$ cat src/rtl/fe_symbol_receiver.sv
// rtl/fe_symbol_receiver.sv - Fe 2-bit symbol receiver: four-phase ack, word packing, senack.
// Optional FE_RX_SYNC_EN: 2-flop synchronizers on Dt and Cclear.
`timescale 1ns/1ps
module fe_symbol_receiver #(
   parameter  int SYMS_PER_WORD = 4,
   localparam int DATA_W        = 2 * SYMS_PER_WORD
) (
   input  logic              clk,
   input  logic              reset,
   input  logic              Dt,
   input  logic              bit0,
   input  logic              bit1,
   input  logic              Cclear,
   output logic              ack,
   output logic              senack,
   output logic [DATA_W-1:0] out_data,
   output logic              out_valid,
   input  logic              out_ready,
   output logic              proto_err
);
   localparam int CW = $clog2(SYMS_PER_WORD + 1);

   typedef enum logic [1:0] {S_IDLE, S_ACK, S_OUT, S_SENT} state_t;

   logic dt_s;
   logic cclear_s;

`ifdef FE_RX_SYNC_EN
   logic [1:0] dt_sync;
   logic [1:0] cclear_sync;

   always_ff @(posedge clk) begin
      if (reset) begin
         dt_sync     <= '0;
         cclear_sync <= '0;
      end else begin
         dt_sync     <= {dt_sync[0], Dt};
         cclear_sync <= {cclear_sync[0], Cclear};
      end
   end

   assign dt_s     = dt_sync[1];
   assign cclear_s = cclear_sync[1];
`else
   assign dt_s     = Dt;
   assign cclear_s = Cclear;
`endif

   state_t            state, state_n;
   logic [CW-1:0]     sym_cnt, sym_cnt_n;
   logic [DATA_W-1:0] shreg, shreg_n;
   logic [DATA_W-1:0] out_data_n;
   logic              ack_n, senack_n, out_valid_n, proto_err_n;

   always_ff @(posedge clk) begin
      if (reset) begin
         state     <= S_IDLE;
         sym_cnt   <= '0;
         shreg     <= '0;
         out_data  <= '0;
         ack       <= 1'b0;
         senack    <= 1'b0;
         out_valid <= 1'b0;
         proto_err <= 1'b0;
      end else begin
         state     <= state_n;
         sym_cnt   <= sym_cnt_n;
         shreg     <= shreg_n;
         out_data  <= out_data_n;
         ack       <= ack_n;
         senack    <= senack_n;
         out_valid <= out_valid_n;
         proto_err <= proto_err_n;
      end
   end

   always_comb begin
      state_n     = state;
      sym_cnt_n   = sym_cnt;
      shreg_n     = shreg;
      out_data_n  = out_data;
      ack_n       = ack;
      senack_n    = senack;
      out_valid_n = out_valid;
      proto_err_n = proto_err;
      case (state)
         S_IDLE: begin
            // Frame clear wins; a simultaneous Dt stays high and is taken next cycle.
            if (cclear_s) begin
               shreg_n   = '0;
               sym_cnt_n = '0;
            end else if (dt_s) begin
               for (int k = 0; k < SYMS_PER_WORD; k++) begin
                  if (sym_cnt == CW'(k)) shreg_n[2*k +: 2] = {bit1, bit0};
               end
               sym_cnt_n = sym_cnt + CW'(1);
               ack_n     = 1'b1;
               state_n   = S_ACK;
            end
         end
         S_ACK: begin
            if (!dt_s) begin
               ack_n = 1'b0;
               if (sym_cnt == CW'(SYMS_PER_WORD)) begin
                  out_data_n  = shreg;
                  out_valid_n = 1'b1;
                  sym_cnt_n   = '0;
                  state_n     = S_OUT;
               end else begin
                  state_n = S_IDLE;
               end
            end
         end
         S_OUT: begin
            if (out_ready) begin
               out_valid_n = 1'b0;
               senack_n    = 1'b1;
               state_n     = S_SENT;
            end
         end
         S_SENT: begin
            if (cclear_s) begin
               senack_n = 1'b0;
               shreg_n  = '0;
               state_n  = S_IDLE;
            end else if (dt_s) begin
               proto_err_n = 1'b1;
            end
         end
         default: state_n = S_IDLE;
      endcase
   end
endmodule

$ cat config.mk
export PLATFORM = sky130hd
export DESIGN_NAME = fe_symbol_receiver
export DESIGN_NICKNAME = d
export VERILOG_FILES = /design/src/rtl/fe_symbol_receiver.sv
export SDC_FILE = /design/constraint.sdc
export NUM_CORES = 1
export LEC_CHECK = 0
export CORE_MARGIN = 10
export CORE_UTILIZATION = 39
export CTS_BUF_LIST = sky130_fd_sc_hd__clkbuf_4 sky130_fd_sc_hd__clkbuf_8
export DETAILED_ROUTE_END_ITERATION = 8
export GPL_ROUTABILITY_DRIVEN = 0
export PLACE_DENSITY_LB_ADDON = 0.1
export REMOVE_ABC_BUFFERS = 1
export SLEW_MARGIN = 20
export SYNTH_ARGS = -nofsm -noshare
export SYNTH_HDL_FRONTEND = slang
export SYNTH_SLANG_ARGS = --single-unit
export TNS_END_PERCENT = 10
$ cat constraint.sdc
create_clock -name clk -period 2.3 [get_ports clk]
set_input_delay 0.23 -clock clk [delete_from_list [all_inputs] [get_ports clk]]
set_output_delay 0.23 -clock clk [all_outputs]
set_load 0.02 [all_outputs]
==> impl_metrics.tcl, run 1 <==
set metrics [dict create \
    worst_r2r_path_depth 6 \
    die_area_sq_mm 0.005908 \
    worst_skew_pair_later_pin_latency_ns 0.31 \
    grt_max_degree 19 \
    antennaDiodeCount 0 \
    synth-xor-area-share_pct 0 \
    timing.critical_path.from_type "flip-flop" \
    total_core_area_sq_mm 0.003078 \
    crit_path_max_fanout 6 \
    wl_um 2568 \
    worst_setup_hold_path_clk_slew_ns 0.13 \
    synthMuxAreaShare_pct 6.349 \
    average_via_count_per_standard_cell 4.782 \
    design_power_total_uw 862.5 \
    std_cell_rows 20 \
    synthToLayoutAreaGrowth_pct 19.64 \
    post_synth_fa_ha_maj_area_fraction_pct 9.921 \
    cts_sinks 25 \
    ys.warnings.count 0 \
    min_delay_worst_endpoint "out_data[6]$_SDFFE_PP0P_" \
    initial_core_util_pct 40.98 \
    routedWlPerCell_um 12.71 \
    synth_compound_area_share_pct 17.16 \
    hold_violations 0 \
    regToRegStartpoint "state[0]$_SDFFE_PP0P_" \
    detailedPlace.worstSlack_ns 0.3485 \
    tightestPinTransition_ns 0.4934 \
    slew_violations 0 \
    layout.nets 176 \
    io_pins 19 \
    synth_simple_gate_area_share_pct 22.52 \
    timing.hold.worst.start "out_data[6]$_SDFFE_PP0P_" \
    antenna_found_initial 0 \
    post_cts.repair.setup_buffers 0 \
    post-route-period-util_pct 78.44 \
    numCtsBuffers 3 \
    vias 966 \
    setup_tns_ns 0 \
    crit-reg2reg-capture "shreg[4]$_SDFFE_PP0P_" \
    avgSynthCellArea_sq_um 9.009 \
    layout_commonest_cell "sky130_fd_sc_hd__dfxtp_1" \
    fillers 313 \
    relSlewSlack_pct 66.98 \
    cp_data_arrival_time_ns 2.06 \
    worstSetupPathType "reg -> reg" \
    max_freq_mhz 554.3 \
    grt_pass1_vias 949 \
    deepest_level_of_the_cts_h_tree 1 \
    firstDrtPassIters 4 \
    buffer_levels_on_the_longest_clock_path 2 \
    drv.max_cap_violation_count 0 \
    rsz0062_at_grt "false" \
    iteration_0_drc_markers 29 \
    peakVddDrop_mv 0.2234 \
    cts_tree "yes" \
    min_period_ns 1.804 \
    required_ns 2.55 \
    gr_overflow_total 0 \
    drt_drc_violations_left 0 \
    yosys.cell_types.count 33 \
    post-dp-hpwl_um 1976 \
    outcome "completed" \
    track_usage_pct 8.737 \
    grt_first_pass_wirelength_um 4374 \
    synthCells 140 \
    crit_path_end_kind "flip-flop" \
    ant_nets 0 \
    post_cts_hold_buffer_count 0 \
    setup-violations-final 0 \
    synth_seq_cells 25 \
    die_height_um 76.87 \
    dieWidth_um 76.87 \
    yosysSeqAreaShare_pct 39.68 \
    number_of_instances_on_the_worst_hold_path 2 \
    worst_clock_skew_ns 0.001172 \
    port_buffers 18 \
    fin_ws_ns 0.4960 \
    cts_repair_resize_count 0 \
    post_route_cells_drive_above_1_share_pct 10.13 \
    layout.cells.most_common_list "25 x sky130_fd_sc_hd__dfxtp_1, 24 x sky130_fd_sc_hd__nand2_1, 18 x sky130_fd_sc_hd__clkdlybuf4s50_1, 14 x sky130_fd_sc_hd__a21oi_1, 12 x sky130_fd_sc_hd__nand2b_1" \
    reg2reg_slack_ns 0.50 \
    powerDensity_mw_per_mm2 571.6 \
    netlist_area_sq_mm 0.001261 \
    root_buffer "sky130_fd_sc_hd__clkbuf_4" \
    largest_family_of_logic_cells_by_synthesized_area "simple AND/OR/NAND/NOR gates" \
    worst_hold_path_type "reg -> reg" \
    p_leak_nw 0.5574 \
]
## worst max-delay path by stage
| stage | from | end | slack (ns) |
|---|---|---|---|
| after global routing | flip-flop | sym_cnt[0]$_SDFFE_PP0P_ | 0.36 |
| after floorplan | state[0]$_SDFFE_PP0P_ | shreg[0]$_SDFFE_PP0P_ | 0.67 |
| after global placement | Cclear | shreg[4]$_SDFFE_PP0P_ | 0.45 |
| after CTS | state[0]$_SDFFE_PP0P_ | shreg[4]$_SDFFE_PP0P_ | 0.47 |
| final | state[0]$_SDFFE_PP0P_ | shreg[4]$_SDFFE_PP0P_ | 0.50 |
| after detailed placement | Cclear | shreg[4]$_SDFFE_PP0P_ | 0.35 |
## layer usage
layer / wire, um / track usage, % / part of all wire, % / vias to the layer above
li1: - / - / - / 510
met1: 1190 / 10.02 / 46 / 436
met2: 1209 / 14.67 / 47 / 15
met3: 135 / 3.147 / 5.3 / 5
met4: 32 / 2.788 / 1.2 / 0
met5: 0 / 0 / 0 / -
## cells by family (layout without fill, tap and decap cells)
group	Yosys count	count (layout)
simple gates	55	55
compound gates	29	29
flops	25	25
buf+inv	13	31
fa+ha+maj	10	10
mux	8	8
## cell usage after synthesis
cell | n | area (sq um)
sky130_fd_sc_hd__a21oi_1 | 14 | 70.07
sky130_fd_sc_hd__nand3_2 | 1 | 10.01
sky130_fd_sc_hd__o21ai_1 | 1 | 5.000
sky130_fd_sc_hd__a311o_1 | 1 | 10.01
sky130_fd_sc_hd__o31ai_1 | 2 | 15.01
sky130_fd_sc_hd__ha_1 | 10 | 125.1
sky130_fd_sc_hd__a31o_1 | 1 | 8.760
sky130_fd_sc_hd__and3_1 | 1 | 6.260
sky130_fd_sc_hd__nor2_1 | 5 | 18.77
sky130_fd_sc_hd__and2b_2 | 1 | 8.760
sky130_fd_sc_hd__nand2_1 | 24 | 90.09
sky130_fd_sc_hd__o31ai_2 | 1 | 12.51
sky130_fd_sc_hd__nor3_1 | 3 | 15.01
sky130_fd_sc_hd__clkbuf_1 | 1 | 3.750
sky130_fd_sc_hd__buf_1 | 1 | 3.750
sky130_fd_sc_hd__a211oi_1 | 1 | 7.510
sky130_fd_sc_hd__nor3b_2 | 1 | 12.51
sky130_fd_sc_hd__nand2b_1 | 12 | 75.07
sky130_fd_sc_hd__inv_1 | 8 | 30.03
sky130_fd_sc_hd__nor2b_1 | 1 | 6.260
sky130_fd_sc_hd__buf_4 | 1 | 7.510
sky130_fd_sc_hd__a21oi_2 | 3 | 26.28
sky130_fd_sc_hd__nand3b_1 | 1 | 7.510
sky130_fd_sc_hd__nor3b_1 | 1 | 7.510
sky130_fd_sc_hd__mux2i_1 | 8 | 80.08
sky130_fd_sc_hd__dfxtp_1 | 25 | 500.5
sky130_fd_sc_hd__buf_2 | 2 | 10.01
sky130_fd_sc_hd__a311oi_1 | 1 | 8.760
sky130_fd_sc_hd__a21oi_4 | 1 | 16.27
sky130_fd_sc_hd__a31oi_1 | 1 | 6.260
sky130_fd_sc_hd__or3_4 | 1 | 11.26
sky130_fd_sc_hd__nand3_1 | 3 | 15.01
sky130_fd_sc_hd__a221oi_2 | 2 | 30.03
## metrics by stage
step	utilization [%]	hold slack (ns)	std cells	area, sq um
2_1_floorplan	-	0.2991	135	1236
3_3_place_gp	48.05	0.4405	198	1479
3_5_place_dp	48.05	0.4453	198	1479
4_1_cts	49.02	0.4640	202	1509
5_1_grt	49.02	0.4810	202	1509
6_report	49.02	0.4596	202	1509
## registers in the layout, summed over array words and instances, names as in the netlist, named ones only
| register | cells |
|---|---|
| ack | 1 |
| out_data | 8 |
| out_valid | 1 |
| proto_err | 1 |
| senack | 1 |
| shreg | 8 |
| state | 1 |
| sym_cnt | 3 |
## critical path, stage by stage (launching register included)
cell,delay [ns]
sky130_fd_sc_hd__dfxtp_1,0.44
sky130_fd_sc_hd__inv_1,0.11
sky130_fd_sc_hd__ha_1,0.25
sky130_fd_sc_hd__nor3b_2,0.18
sky130_fd_sc_hd__or3_4,0.39
sky130_fd_sc_hd__a21oi_2,0.18
sky130_fd_sc_hd__mux2i_1,0.20
## where the power goes
| part | switching, mW | internal [mW] | total (mW) |
|---|---|---|---|
| clock | 0.128 | 0.0796 | 0.207 |
| combinational | 0.105 | 0.0847 | 0.190 |
| sequential | 0.0132 | 0.452 | 0.465 |
## layout make-up
type	count	area (sq um)	share of cell area, %
flip-flops and latches	25	500.5	33.17
clock buffers	4	30.03	1.990
well taps	44	55.05	3.648
repair buffers	19	187.7	12.44
inverters	8	30.03	1.990
multi-input cells	102	705.7	46.77
No activity file was read; power rests on OpenSTA's default activity.
==> run 2, diff against run 1 <==
==> constraint.sdc (replaced) <==
create_clock -name clk -period 1.8 [get_ports clk]
set_input_delay 0.18 -clock clk [delete_from_list [all_inputs] [get_ports clk]]
set_output_delay 0.18 -clock clk [all_outputs]
set_load 0.02 [all_outputs]
==> impl_metrics.tcl, run 2 (synthesis gave the netlist of run 1 again) <==
set metrics [dict create \
    power.net_switching_uw 323.0 \
    grt_first_pass_wirelength_um 4478 \
    antennaDiodeCount 0 \
    worst_setup_hold_path_clk_slew_ns 0.14 \
    initial_core_util_pct 40.98 \
    cp_data_arrival_time_ns 1.96 \
    min_delay_worst_endpoint "out_data[7]$_SDFFE_PP0P_" \
    die_area_sq_mm 0.005908 \
    ant_nets 0 \
    crit_path_max_fanout 6 \
    critical-path-slowest-cell "sky130_fd_sc_hd__dfxtp_4" \
    reg2reg_slack_ns 0.08 \
    tightestPinTransition_ns 0.5123 \
    numCtsBuffers 3 \
    crit_cells 6 \
    buffer_levels_on_the_longest_clock_path 2 \
    biggestRegsByFlops "out_data: 8 flops, shreg: 8 flops, sym_cnt: 3 flops" \
    vias 1000 \
    crit_path_end_kind "flip-flop" \
    deepest_level_of_the_cts_h_tree 1 \
    slew_violations 0 \
    design_power_total_mw 1.129 \
    gr_overflow_total 0 \
    fin_ws_ns 0.07908 \
    detailedPlace.worstSlack_ns 0.02613 \
    number_of_instances_on_the_worst_hold_path 2 \
    drt_drc_violations_left 0 \
    timing.hold.worst.start "shreg[7]$_SDFFE_PP0P_" \
    worst-path-buf-inv 1 \
    io_pins 19 \
    routedWlPerCell_um 13.06 \
    worstSetupPathType "reg -> reg" \
    layout.nets 183 \
    drv.max_cap_violation_count 0 \
    iteration_0_drc_markers 22 \
    outcome "completed" \
    worst_skew_pair_later_pin_latency_ns 0.32 \
    setup-violations-final 0 \
    rsz0062_at_grt "true" \
    p_leak_nw 0.5891 \
    std_cell_rows 20 \
    track_usage_pct 8.906 \
    powerDensity_mw_per_mm2 720.0 \
    post-route-period-util_pct 95.61 \
    worst_hold_path_type "reg -> reg" \
    max_freq_mhz 581.1 \
    power.sequential.fraction_pct 52.9 \
    required_ns 2.04 \
    die_height_um 76.87 \
    root_buffer "sky130_fd_sc_hd__clkbuf_4" \
    min_period_ns 1.721 \
    firstDrtPassIters 4 \
    critical-path-top-delay-family "simple AND/OR/NAND/NOR gates" \
    grt_pass1_vias 980 \
    post-dp-hpwl_um 2111 \
    cts_sinks 25 \
    wl_um 2729 \
    power.share.clock_pct 23.6 \
    dieWidth_um 76.87 \
    synthToLayoutAreaGrowth_pct 24.31 \
    port_buffers 18 \
    post_cts.repair.setup_buffers 0 \
    worst_clock_skew_ns 0.01257 \
    critical_path.cell_chain "inv_1, ha_1, nor3b_2, or3_4, a21oi_2, mux2i_1" \
    relSlewSlack_pct 65.72 \
    average_via_count_per_standard_cell 4.785 \
    cts_tree "yes" \
    worst_r2r_path_depth 6 \
    switching_share_pct 28.61 \
    layout.cells.most_common_list "24 x sky130_fd_sc_hd__nand2_1, 24 x sky130_fd_sc_hd__dfxtp_1, 18 x sky130_fd_sc_hd__clkdlybuf4s50_1, 14 x sky130_fd_sc_hd__a21oi_1, 12 x sky130_fd_sc_hd__nand2b_1" \
    grt_max_degree 19 \
    hold_violations 0 \
    internal_power_uw 805.8 \
    antenna_found_initial 0 \
    comb_power_share_pct 23.4 \
    setup_tns_ns 0 \
    total_core_area_sq_mm 0.003078 \
    peakVddDrop_mv 0.3392 \
    timing.critical_path.from_type "flip-flop" \
    critical_path.max_stage_delay_ns 0.40 \
    post_route_cells_drive_above_1_share_pct 15.15 \
    crit-reg2reg-capture "shreg[2]$_SDFFE_PP0P_" \
    regToRegStartpoint "state[0]$_SDFFE_PP0P_" \
]
## run 2: worst max path at each step
stage                     slack [ns]             startpoint                        to
final                           0.08  state[0]$_SDFFE_PP0P_     shreg[2]$_SDFFE_PP0P_
after global routing          -0.004  state[0]$_SDFFE_PP0P_     shreg[2]$_SDFFE_PP0P_
after CTS                       0.03              flip-flop  out_data[6]$_SDFFE_PP0P_
after detailed placement        0.03  state[0]$_SDFFE_PP0P_     shreg[4]$_SDFFE_PP0P_
after global placement          0.08                     Dt     shreg[4]$_SDFFE_PP0P_
after floorplan                 0.17  state[0]$_SDFFE_PP0P_     shreg[0]$_SDFFE_PP0P_
## run 2: stage by stage
step | hold slack (ns) | cell area [sq um] | utilization (%) | cells
after global placement | 0.4412 | 1531 | 49.76 | 205
after floorplan | 0.2491 | 1236 | - | 135
after detailed placement | 0.4462 | 1531 | 49.76 | 205
after global routing | 0.4829 | 1568 | 50.93 | 209
final | 0.4524 | 1568 | 50.93 | 209
after CTS | 0.4587 | 1563 | 50.77 | 209
## run 2: final cells by class
type	count	area, sq um
sequential	25	504.2
multi-input combinational	102	708.2
fill	309	1510
timing repair buffer	26	240.2
clock buffer	4	30.03
inverter	8	30.03
tap	44	55.05
## run 2: routing by layer
metal | up-vias | wire length, um | GRT usage (%)
met3 | 2 | 90 | 2.331
met2 | 14 | 1237 | 14.25
met5 | - | 0 | 0
met4 | 0 | 18 | 3.346
li1 | 525 | - | -
met1 | 459 | 1382 | 11.10
## run 2: power by group through the flow
| stage | registers [mW] | clock network, mW | logic [mW] |
|---|---|---|---|
| finish | 0.598 | 0.267 | 0.265 |
| global placement | 0.607 | 0 | 0.258 |
| floorplan | 0.607 | 0 | 0.175 |
| detailed placement | 0.608 | 0 | 0.264 |
| global route | 0.602 | 0.303 | 0.291 |
| CTS | 0.597 | 0.279 | 0.265 |
## run 2: what timing repair did
action | in CTS | in global routing
hold buffers | 0 | 0
endpoints found under the setup margin | 4 | 16
gates resized for setup | 1 | 2
## run 2: worst min-delay path, stage by stage, from the launching register on
cell and delay (ns):
sky130_fd_sc_hd__dfxtp_1 0.33, sky130_fd_sc_hd__nand2_1 0.05, sky130_fd_sc_hd__a21oi_1 0.05
==> run 3, diff against run 2 <==
--- a/config.mk
+++ b/config.mk
@@ -10,7 +10,6 @@
 export CTS_BUF_LIST = sky130_fd_sc_hd__clkbuf_4 sky130_fd_sc_hd__clkbuf_8
 export DETAILED_ROUTE_END_ITERATION = 8
 export GPL_ROUTABILITY_DRIVEN = 0
-export PLACE_DENSITY_LB_ADDON = 0.1
 export REMOVE_ABC_BUFFERS = 1
 export SLEW_MARGIN = 20
 export SYNTH_ARGS = -nofsm -noshare
==> constraint.sdc (replaced) <==
create_clock -name clk -period 2.2 [get_ports clk]
set_input_delay 0.22 -clock clk [delete_from_list [all_inputs] [get_ports clk]]
set_output_delay 0.22 -clock clk [all_outputs]
set_load 0.02 [all_outputs]
==> impl_metrics.tcl, run 3 (synthesis gave the netlist of run 1 again) <==
set metrics [dict create \
    timing.critical_path.from_type "flip-flop" \
    worst_skew_pair_later_pin_latency_ns 0.31 \
    grt_max_degree 19 \
    slew_violations 0 \
    numCtsBuffers 3 \
    io_pins 19 \
    dieWidth_um 76.87 \
    cp_data_arrival_time_ns 2.07 \
    rsz0062_at_grt "false" \
    relSlewSlack_pct 63.85 \
    worst-path-buf-inv 1 \
    crit_path_max_fanout 6 \
    total_core_area_sq_mm 0.003078 \
    layout.nets 177 \
    max_freq_mhz 549.2 \
    die_height_um 76.87 \
    switching_share_pct 28.19 \
    place.detailed.instances 199 \
    power.net_switching_uw 253.4 \
    critical_path.cell_chain "inv_1, ha_1, nor3b_2, or3_4, a21oi_2, mux2i_1" \
    outcome "completed" \
    internal_power_uw 645.6 \
    crit-reg2reg-capture "shreg[4]$_SDFFE_PP0P_" \
    setup_tns_ns 0 \
    wl_um 2608 \
    track_usage_pct 9.045 \
    worst_hold_path_type "reg -> reg" \
    met2_wirelength_um 1211 \
    comb_power_share_pct 22.0 \
    top_layer_used "met4" \
    crit_path_end_kind "flip-flop" \
    fin_ws_ns 0.3791 \
    worst_r2r_path_depth 6 \
    routedWlPerCell_um 12.85 \
    final_util_pct 49.27 \
    final_design_area_no_fill_sq_mm 0.001516 \
    powerDensity_mw_per_mm2 592.8 \
    buffer_levels_on_the_longest_clock_path 2 \
    post_cts.repair.setup_buffers 0 \
    die_area_sq_mm 0.005908 \
    post_route_cells_drive_above_1_share_pct 10.69 \
    antenna_found_initial 0 \
    average_via_count_per_standard_cell 4.931 \
    fillers 326 \
    tightestPinTransition_ns 0.5402 \
    worst_clock_skew_ns 0.005523 \
    regToRegStartpoint "state[0]$_SDFFE_PP0P_" \
    vias 1001 \
    worst_setup_hold_path_clk_slew_ns 0.13 \
    critical-path-slowest-cell "sky130_fd_sc_hd__dfxtp_1" \
    met3RoutedLength_um 110 \
    post-dp-hpwl_um 2026 \
    met1_length_um 1238 \
    power.sequential.fraction_pct 54.2 \
    drv.max_cap_violation_count 0 \
    post_cts_hold_buffer_count 0 \
    multi_input_comb_area_sq_um 705.7 \
    iteration_0_drc_markers 90 \
    critical_path.max_stage_delay_ns 0.45 \
    initial_core_util_pct 40.98 \
    setup-violations-final 0 \
    grt_first_pass_wirelength_um 4512 \
    cp-startpoint "state[0]$_SDFFE_PP0P_" \
    gr_overflow_total 0 \
    post-route-period-util_pct 82.77 \
    critical-path-top-delay-family "simple AND/OR/NAND/NOR gates" \
    grt_pass1_vias 957 \
    ant_nets 0 \
    biggestRegsByFlops "out_data: 8 flops, shreg: 8 flops, sym_cnt: 3 flops" \
    crit_cells 6 \
    p_leak_nw 0.5623 \
    endpoint "shreg[4]$_SDFFE_PP0P_" \
    seq_area_sq_um 500.5 \
    layout_commonest_cell "sky130_fd_sc_hd__dfxtp_1" \
    drt_drc_violations_left 0 \
    antennaDiodeCount 0 \
    firstDrtPassIters 4 \
    cts_sinks 25 \
    peakVddDrop_mv 0.4917 \
    number_of_instances_on_the_worst_hold_path 2 \
    required_ns 2.45 \
    root_buffer "sky130_fd_sc_hd__clkbuf_4" \
    hold_violations 0 \
    worstSetupPathType "reg -> reg" \
    cts_repair_resize_count 0 \
    std_cell_rows 20 \
    detailedPlace.worstSlack_ns 0.2867 \
    deepest_level_of_the_cts_h_tree 1 \
    power.share.clock_pct 23.8 \
    layout.cells.non_filler 203 \
    reg2reg_slack_ns 0.38 \
    post_dp_cell_area_sq_mm 0.001486 \
    synthToLayoutAreaGrowth_pct 20.24 \
    layout.cells.most_common_list "25 x sky130_fd_sc_hd__dfxtp_1, 24 x sky130_fd_sc_hd__nand2_1, 18 x sky130_fd_sc_hd__clkdlybuf4s50_1, 14 x sky130_fd_sc_hd__a21oi_1, 12 x sky130_fd_sc_hd__nand2b_1" \
    port_buffers 18 \
    cts_tree "yes" \
    min_period_ns 1.821 \
]
## run 3: layer usage
metal | vias to the layer above | global-route usage, %
met2 | 15 | 15.01
li1 | 513 | -
met5 | - | 0
met4 | 0 | 2.230
met1 | 469 | 10.75
met3 | 4 | 3.263
## run 3: worst register-to-register path, delay by kind of cell, from the launching register on
family / cells / cell delay, ns
AOI/OAI and AO/OA: 1 / 0.18
adders and majority gates: 1 / 0.25
buffers and inverters: 1 / 0.11
DFF: 1 / 0.45
muxes: 1 / 0.20
and+or+nand+nor: 2 / 0.57
## run 3: final cells by class
cell class	count	area share (%)
Sequential cell	25	33.00
Clock buffer	4	1.980
Multi-Input combinational cell	102	46.53
Inverter	8	1.980
Tap cell	44	3.630
Timing Repair Buffer	20	12.87
## run 3: power by group through the flow
stage / Combinational (mW) / Sequential, mW / Clock [mW]
2_1_floorplan: 0.143 / 0.497 / 0
3_3_place_gp: 0.197 / 0.496 / 0
3_5_place_dp: 0.199 / 0.498 / 0
4_1_cts: 0.200 / 0.487 / 0.225
5_1_grt: 0.220 / 0.490 / 0.243
6_report: 0.198 / 0.487 / 0.214
## run 3: how the worst min path moves through the flow
stage	slack, ns	start	endpoint
floorplan	0.29	reset	out_data[0]$_SDFFE_PP0P_
global placement	0.44	out_data[4]$_SDFFE_PP0P_	out_data[4]$_SDFFE_PP0P_
detailed placement	0.45	out_data[6]$_SDFFE_PP0P_	out_data[6]$_SDFFE_PP0P_
CTS	0.46	out_data[6]$_SDFFE_PP0P_	out_data[6]$_SDFFE_PP0P_
global route	0.48	shreg[4]$_SDFFE_PP0P_	out_data[4]$_SDFFE_PP0P_
finish	0.46	out_data[6]$_SDFFE_PP0P_	out_data[6]$_SDFFE_PP0P_
## run 3: metrics by stage
stage                     total power, mW  hold slack [ns]
after floorplan                    0.6400           0.2891
after global placement             0.6938           0.4428
after detailed placement           0.6967           0.4467
after CTS                          0.9125           0.4650
after global routing               0.9538           0.4779
final                              0.8990           0.4617
